`src/rtl/alu_arbiter_pkg.sv`:
```
// Shared definitions for the ALU arbiter slice: data width, ALUop encodings,
// response FSM states and the registered response bundle.
package alu_arbiter_pkg;

    localparam int DATA_WIDTH = 32;

    typedef enum logic [2:0] {
        ALU_AND = 3'b000,
        ALU_OR  = 3'b001,
        ALU_ADD = 3'b010,
        ALU_SUB = 3'b110,
        ALU_SLT = 3'b111
    } alu_op_e;

    typedef enum logic {
        ST_EMPTY = 1'b0,
        ST_FULL  = 1'b1
    } rsp_state_e;

    typedef struct packed {
        logic [DATA_WIDTH-1:0] result;
        logic                  zero;
        logic                  overflow;
        logic                  carry_out;
    } alu_rsp_t;

endpackage

```
`src/rtl/alu.sv`:
```
// Combinational ALU: AND/OR/ADD/SUB/SLT. Undefined opcodes yield Result=0, Zero=1.
// For SUB, CarryOut reports an unsigned borrow (A < B).
module alu
    import alu_arbiter_pkg::*;
(
    input  logic [DATA_WIDTH-1:0] A,
    input  logic [DATA_WIDTH-1:0] B,
    input  logic [2:0]            ALUop,
    output logic [DATA_WIDTH-1:0] Result,
    output logic                  Zero,
    output logic                  Overflow,
    output logic                  CarryOut
);

    logic [DATA_WIDTH:0] w_sum;

    // NOTE: every output gets a default before the case so no path leaves a latch.
    always_comb begin
        w_sum    = '0;
        Result   = '0;
        Overflow = 1'b0;
        CarryOut = 1'b0;
        case (ALUop)
            ALU_AND: Result = A & B;
            ALU_OR:  Result = A | B;
            ALU_ADD: begin
                w_sum    = {1'b0, A} + {1'b0, B};
                Result   = w_sum[DATA_WIDTH-1:0];
                CarryOut = w_sum[DATA_WIDTH];
                Overflow = (A[DATA_WIDTH-1] == B[DATA_WIDTH-1]) &&
                           (Result[DATA_WIDTH-1] != A[DATA_WIDTH-1]);
            end
            ALU_SUB: begin
                w_sum    = {1'b0, A} - {1'b0, B};
                Result   = w_sum[DATA_WIDTH-1:0];
                CarryOut = w_sum[DATA_WIDTH];
                Overflow = (A[DATA_WIDTH-1] != B[DATA_WIDTH-1]) &&
                           (Result[DATA_WIDTH-1] != A[DATA_WIDTH-1]);
            end
            ALU_SLT: Result = {{(DATA_WIDTH-1){1'b0}}, ($signed(A) < $signed(B))};
            default: Result = '0;
        endcase
        Zero = (Result == '0);
    end

endmodule

```
`src/rtl/rr_arbiter.sv`:
```
// Round-robin grant: first asserted request at or after i_ptr (wrapping),
// returned both one-hot and as an index. Nothing is granted when i_en is low.
module rr_arbiter #(
    parameter int N_REQ = 4,
    parameter int IDW   = 2
) (
    input  logic [N_REQ-1:0] i_req,
    input  logic [IDW-1:0]   i_ptr,
    input  logic             i_en,
    output logic [N_REQ-1:0] o_gnt,
    output logic [IDW-1:0]   o_idx,
    output logic             o_any
);

    always_comb begin
        o_gnt = '0;
        o_idx = '0;
        o_any = 1'b0;
        for (int k = 0; k < N_REQ; k++) begin
            if (i_en && !o_any && i_req[(int'(i_ptr) + k) % N_REQ]) begin
                o_any                               = 1'b1;
                o_gnt[(int'(i_ptr) + k) % N_REQ]    = 1'b1;
                o_idx                               = IDW'((int'(i_ptr) + k) % N_REQ);
            end
        end
    end

endmodule

```
`src/rtl/alu_arbiter.sv`:
```
// Shares one ALU among N_REQ requesters with round-robin grant and a one-entry
// registered response. Optional statistics counters under ALU_ARB_STATS_EN.
module alu_arbiter
    import alu_arbiter_pkg::*;
#(
    parameter int N_REQ = 4,
    parameter int IDW   = 2
) (
    input  logic                        clk,
    input  logic                        rst,
    input  logic [N_REQ-1:0]            req_valid,
    input  logic [N_REQ*DATA_WIDTH-1:0] req_A,
    input  logic [N_REQ*DATA_WIDTH-1:0] req_B,
    input  logic [N_REQ*3-1:0]          req_ALUop,
    output logic [N_REQ-1:0]            req_ready,
    output logic                        rsp_valid,
    input  logic                        rsp_ready,
    output logic [IDW-1:0]              rsp_id,
    output logic [DATA_WIDTH-1:0]       rsp_Result,
    output logic                        rsp_Zero,
    output logic                        rsp_Overflow,
    output logic                        rsp_CarryOut
`ifdef ALU_ARB_STATS_EN
    ,
    output logic [31:0]                 stat_grants,
    output logic [31:0]                 stat_stalls
`endif
);

    rsp_state_e            r_state;
    rsp_state_e            w_state_nxt;
    logic [IDW-1:0]        r_ptr;
    logic [IDW-1:0]        r_rsp_id;
    alu_rsp_t              r_rsp;
    alu_rsp_t              w_alu_rsp;
    logic                  w_can_accept;
    logic                  w_grant;
    logic [N_REQ-1:0]      w_gnt;
    logic [IDW-1:0]        w_gnt_idx;
    logic [DATA_WIDTH-1:0] w_a;
    logic [DATA_WIDTH-1:0] w_b;
    logic [2:0]            w_op;

    assign w_can_accept = !rst && ((r_state == ST_EMPTY) || rsp_ready);

    rr_arbiter #(.N_REQ(N_REQ), .IDW(IDW)) u_rr (
        .i_req (req_valid),
        .i_ptr (r_ptr),
        .i_en  (w_can_accept),
        .o_gnt (w_gnt),
        .o_idx (w_gnt_idx),
        .o_any (w_grant)
    );

    // One-hot grant makes an AND-OR mux sufficient.
    always_comb begin
        w_a  = '0;
        w_b  = '0;
        w_op = '0;
        for (int i = 0; i < N_REQ; i++) begin
            if (w_gnt[i]) begin
                w_a  = req_A[i*DATA_WIDTH +: DATA_WIDTH];
                w_b  = req_B[i*DATA_WIDTH +: DATA_WIDTH];
                w_op = req_ALUop[i*3 +: 3];
            end
        end
    end

    alu u_alu (
        .A        (w_a),
        .B        (w_b),
        .ALUop    (w_op),
        .Result   (w_alu_rsp.result),
        .Zero     (w_alu_rsp.zero),
        .Overflow (w_alu_rsp.overflow),
        .CarryOut (w_alu_rsp.carry_out)
    );

    always_comb begin
        w_state_nxt = r_state;
        case (r_state)
            ST_EMPTY: if (w_grant) w_state_nxt = ST_FULL;
            ST_FULL:  if (rsp_ready && !w_grant) w_state_nxt = ST_EMPTY;
            default:  w_state_nxt = ST_EMPTY;
        endcase
    end

    // NOTE: state is updated with non-blocking assignments so every register samples pre-edge values.
    always_ff @(posedge clk) begin
        if (rst) begin
            r_state  <= ST_EMPTY;
            r_ptr    <= '0;
            r_rsp_id <= '0;
            r_rsp    <= '0;
        end else begin
            r_state <= w_state_nxt;
            if (w_grant) begin
                r_ptr    <= (w_gnt_idx == IDW'(N_REQ - 1)) ? '0 : w_gnt_idx + IDW'(1);
                r_rsp_id <= w_gnt_idx;
                r_rsp    <= w_alu_rsp;
            end
        end
    end

    assign req_ready    = w_gnt;
    assign rsp_valid    = (r_state == ST_FULL);
    assign rsp_id       = r_rsp_id;
    assign rsp_Result   = r_rsp.result;
    assign rsp_Zero     = r_rsp.zero;
    assign rsp_Overflow = r_rsp.overflow;
    assign rsp_CarryOut = r_rsp.carry_out;

`ifdef ALU_ARB_STATS_EN
    logic [31:0] r_stat_grants;
    logic [31:0] r_stat_stalls;

    always_ff @(posedge clk) begin
        if (rst) begin
            r_stat_grants <= '0;
            r_stat_stalls <= '0;
        end else begin
            if (w_grant)
                r_stat_grants <= r_stat_grants + 32'd1;
            if ((r_state == ST_FULL) && !rsp_ready)
                r_stat_stalls <= r_stat_stalls + 32'd1;
        end
    end

    assign stat_grants = r_stat_grants;
    assign stat_stalls = r_stat_stalls;
`endif

endmodule

```
`config.mk`:
```
export PLATFORM = sky130hd
export DESIGN_NAME = alu_arbiter
export DESIGN_NICKNAME = d
export VERILOG_FILES = /design/src/rtl/alu_arbiter_pkg.sv /design/src/rtl/alu.sv /design/src/rtl/rr_arbiter.sv /design/src/rtl/alu_arbiter.sv
export SDC_FILE = /design/constraint.sdc
export NUM_CORES = 1
export LEC_CHECK = 0
export ABC_AREA = 1
export CORE_ASPECT_RATIO = 1.75
export CORE_UTILIZATION = 35
export DETAILED_ROUTE_END_ITERATION = 6
export HOLD_SLACK_MARGIN = 0.15
export PLACE_DENSITY = 0.7
export SLEW_MARGIN = 10
export SYNTH_ARGS = -nofsm -noshare
export SYNTH_HDL_FRONTEND = slang
export SYNTH_HIERARCHICAL = 1
export SYNTH_SLANG_ARGS = --single-unit
```
`constraint.sdc`:
```
create_clock -name clk -period 9.4 [get_ports clk]
set_input_delay 0.94 -clock clk [delete_from_list [all_inputs] [get_ports clk]]
set_output_delay 0.94 -clock clk [all_outputs]
set_load 0.02 [all_outputs]
```
==> reports/summary.txt <==
Setup TNS Final: 0 ns
Hold/Removal Path Class: flop to flop
final-report hold violation count: 0
number of setup buffers added after CTS: 0
number of buffers created by CTS: 5
die boundary width: 139 microns
count of hold-fix buffers inserted at cts: 0
Slowest-stage cell, CP: sky130_fd_sc_hd__nand2_2
number of antenna-violating nets in the routed design: 0
total nets after synthesis: 2638
area share of the largest cell type after synthesis: 27.4%
relative max-transition margin: 25.1%
maximum fanout count along the critical path: 41
Syn Inst Count: 2255
status: finished with violations
number of clock sinks: 40
portion of the clock cycle consumed by the worst path in the final layout: 72.7%
All-Layer GR Usage: 27.8%
average wire per cell in the routed design: 16.5 microns
wire length of the first global-routing pass: 74.0 mm
synthesized flop and latch total: 40
async set-or-reset flop fraction in the synthesized netlist: 0%
Routability Congestion: 1.01
most used cell along the critical path: sky130_fd_sc_hd__nand2_1
total of max-cap violations: 0
Gates resized, CTS repair: 0
design area: 14800 sq um
number of flops mapped to enable cells by yosys: 0
number of top-level design ports: 317
half-perimeter wire length after placement: 40.1 mm
data required time at the worst endpoint: 9.62 ns
Max Transition Viols Final: 0
drt via density: 5.04
Setup CP Type: input pin to flop
min cycle time layout: 6.83 ns
dominant cell by count in the synthesized netlist: sky130_fd_sc_hd__nand2_1
maximum achievable frequency: 0.146 GHz
total of warnings raised by yosys: 6
critical path data arrival time: 7.06 ns
top area cells in the synthesized netlist: sky130_fd_sc_hd__nand2_1, sky130_fd_sc_hd__inv_1, sky130_fd_sc_hd__ha_1, sky130_fd_sc_hd__a21oi_1, sky130_fd_sc_hd__nand3_1
via count of the first global-routing pass: 14.1k
Seq/Total Area, Yosys: 6.95%
violated checks: design-rule violations
number of antenna repair diodes: 0
area of the core region: 32300 sq um
Die Area: 33700 sq um
Final Instance Count excl. Fillers: 2885
overall overflow remaining after global route: 0
sum of routed wire length over all layers: 47.7 mm
number of nets in the layout: 2867
CTS tree: built
area added between synthesis and finish: 28.0%
top_reg_cell synth: sky130_fd_sc_hd__dfxtp_1
Startpoint Class: input pin
count of H-tree levels built during CTS: 2
number of remaining DRC errors: 10
clock latency of the later-clocked register in the worst-skew pair: 0.29 ns
RSZ-0062 raised after global routing: false
violation count after the first detailed-routing iteration: 1068
measured slew at the worst slew-check pin: 1.12 ns
placed cell count: 2877
Yosys top cell by area: sky130_fd_sc_hd__nand2_1
initial core utilization: 35.7%
CP peak stage delay: 0.55 ns
site row count: 87
buffer depth of the longest clock path: 2
total iterations of the first detailed-routing run: 7
maximum number of pins on one net before global-route repair: 79
count of cell types in the netlist: 45
vias after detailed routing: 14.5k
Mean Syn Cell Area: 5.11 sq um
clock skew after layout: 0.00612 ns
number of failing setup endpoints in the final timing report: 0
Commonest cells post-synth: sky130_fd_sc_hd__nand2_1, sky130_fd_sc_hd__inv_1, sky130_fd_sc_hd__a21oi_1, sky130_fd_sc_hd__nand3_1, sky130_fd_sc_hd__nor2_1
share of cells above drive strength 1: 4.19%
clock edge transition at the registers on the reported setup and hold paths: 0.06 ns
number of antenna violations at the first check in global routing: 0
kind of capture point of the worst setup path: flop
Buffers on Ports: 316
Post-DP Area: 14600 sq um
vertical extent of the die: 242 microns
area of the mapped netlist: 11500 sq um
root buffer selected by CTS: sky130_fd_sc_hd__clkbuf_16
==> worst paths after layout <==
kind / from / to / slack (ns) / cells after the start
setup / recovery: rst / rsp_Zero / 2.57 / 30
hold reg to reg: rsp_Result[20] / rsp_Result[20] / 0.46 / 2
setup reg to reg: r_ptr[1] / rsp_Zero / 3.01 / 31
hold / removal: rsp_Result[20] / rsp_Result[20] / 0.46 / 2
==> placed cells by master, fill, tap and decap left out, types with 7 or more instances in the layout <==
cell                              synthesis  layout
sky130_fd_sc_hd__nand2_2                 12      14
sky130_fd_sc_hd__o22ai_1                 26      26
sky130_fd_sc_hd__nand3b_1                10      10
sky130_fd_sc_hd__inv_2                   13      13
sky130_fd_sc_hd__dfxtp_1                 40      40
sky130_fd_sc_hd__a21oi_2                  7       7
sky130_fd_sc_hd__o21bai_1                 9       9
sky130_fd_sc_hd__nor2_1                 155     155
sky130_fd_sc_hd__nor3_1                  12      12
sky130_fd_sc_hd__nand3_1                166     166
sky130_fd_sc_hd__nand4_1                 31      31
sky130_fd_sc_hd__nor3_2                   7       7
sky130_fd_sc_hd__inv_1                  416     415
sky130_fd_sc_hd__clkdlybuf4s50_1          0     316
sky130_fd_sc_hd__nand2_1                840     836
sky130_fd_sc_hd__o21ai_0                 19      19
sky130_fd_sc_hd__ha_1                   106     106
sky130_fd_sc_hd__nor2_2                  16      16
sky130_fd_sc_hd__nand3_2                 21      21
sky130_fd_sc_hd__a21oi_1                216     216
==> kinds of logic (layout without fill, tap and decap cells) <==
family	count (synthesis)	in the layout	synth area share, %
AND/OR/NAND/NOR	1287	1287	47.9
buffers and inverters	532	762	19.9
AO/OA/AOI/OAI	287	287	13.3
adder cells (fa/ha/maj)	108	108	11.9
flip-flops	40	40	6.95
XOR/XNOR	1	1	0.0760
==> area by class of cell <==
type,instances,area (sq um)
Timing Repair Buffer,323,3240
Clock inverter,1,8.76
Tap cell,400,500
Sequential cell,40,801
Multi-Input combinational cell,1683,8450
Clock buffer,7,133
Inverter,431,1620
Fill cell,3528,17600
==> sequential cells by signal, summed over array words and instances (netlist names) <==
register,flops
rsp_Result,32
r_ptr,2
rsp_id,2
rsp_CarryOut,1
rsp_Overflow,1
rsp_Zero,1
rsp_valid,1
==> critical path: cells and delay by family <==
kind,cells,cell delay (ns)
fa+ha+maj,1,0.55
compound gates,2,0.66
buf+inv,4,1.28
simple gates,23,3.57
==> through the flow <==
step	hold WS, ns	worst slack, ns	util, %
after CTS	0.460	2.71	45.6
final	0.459	2.57	45.6
after global placement	0.448	2.48	45.2
after global routing	0.478	2.04	45.6
after detailed placement	0.453	2.43	45.2
after floorplan	0.537	4.32	-
==> metal layers <==
layer  global-route usage (%)  wire, microns  up-vias
met1                     31.8          19200     6532
li1                         -              -     7374
met5                        0              0        -
met4                     13.4           2250        0
met3                     1.78           2350      101
met2                     51.6          24000      540
Power is not shown: default switching activity piles up to over one toggle a cycle in this logic, so the estimate is an artifact.
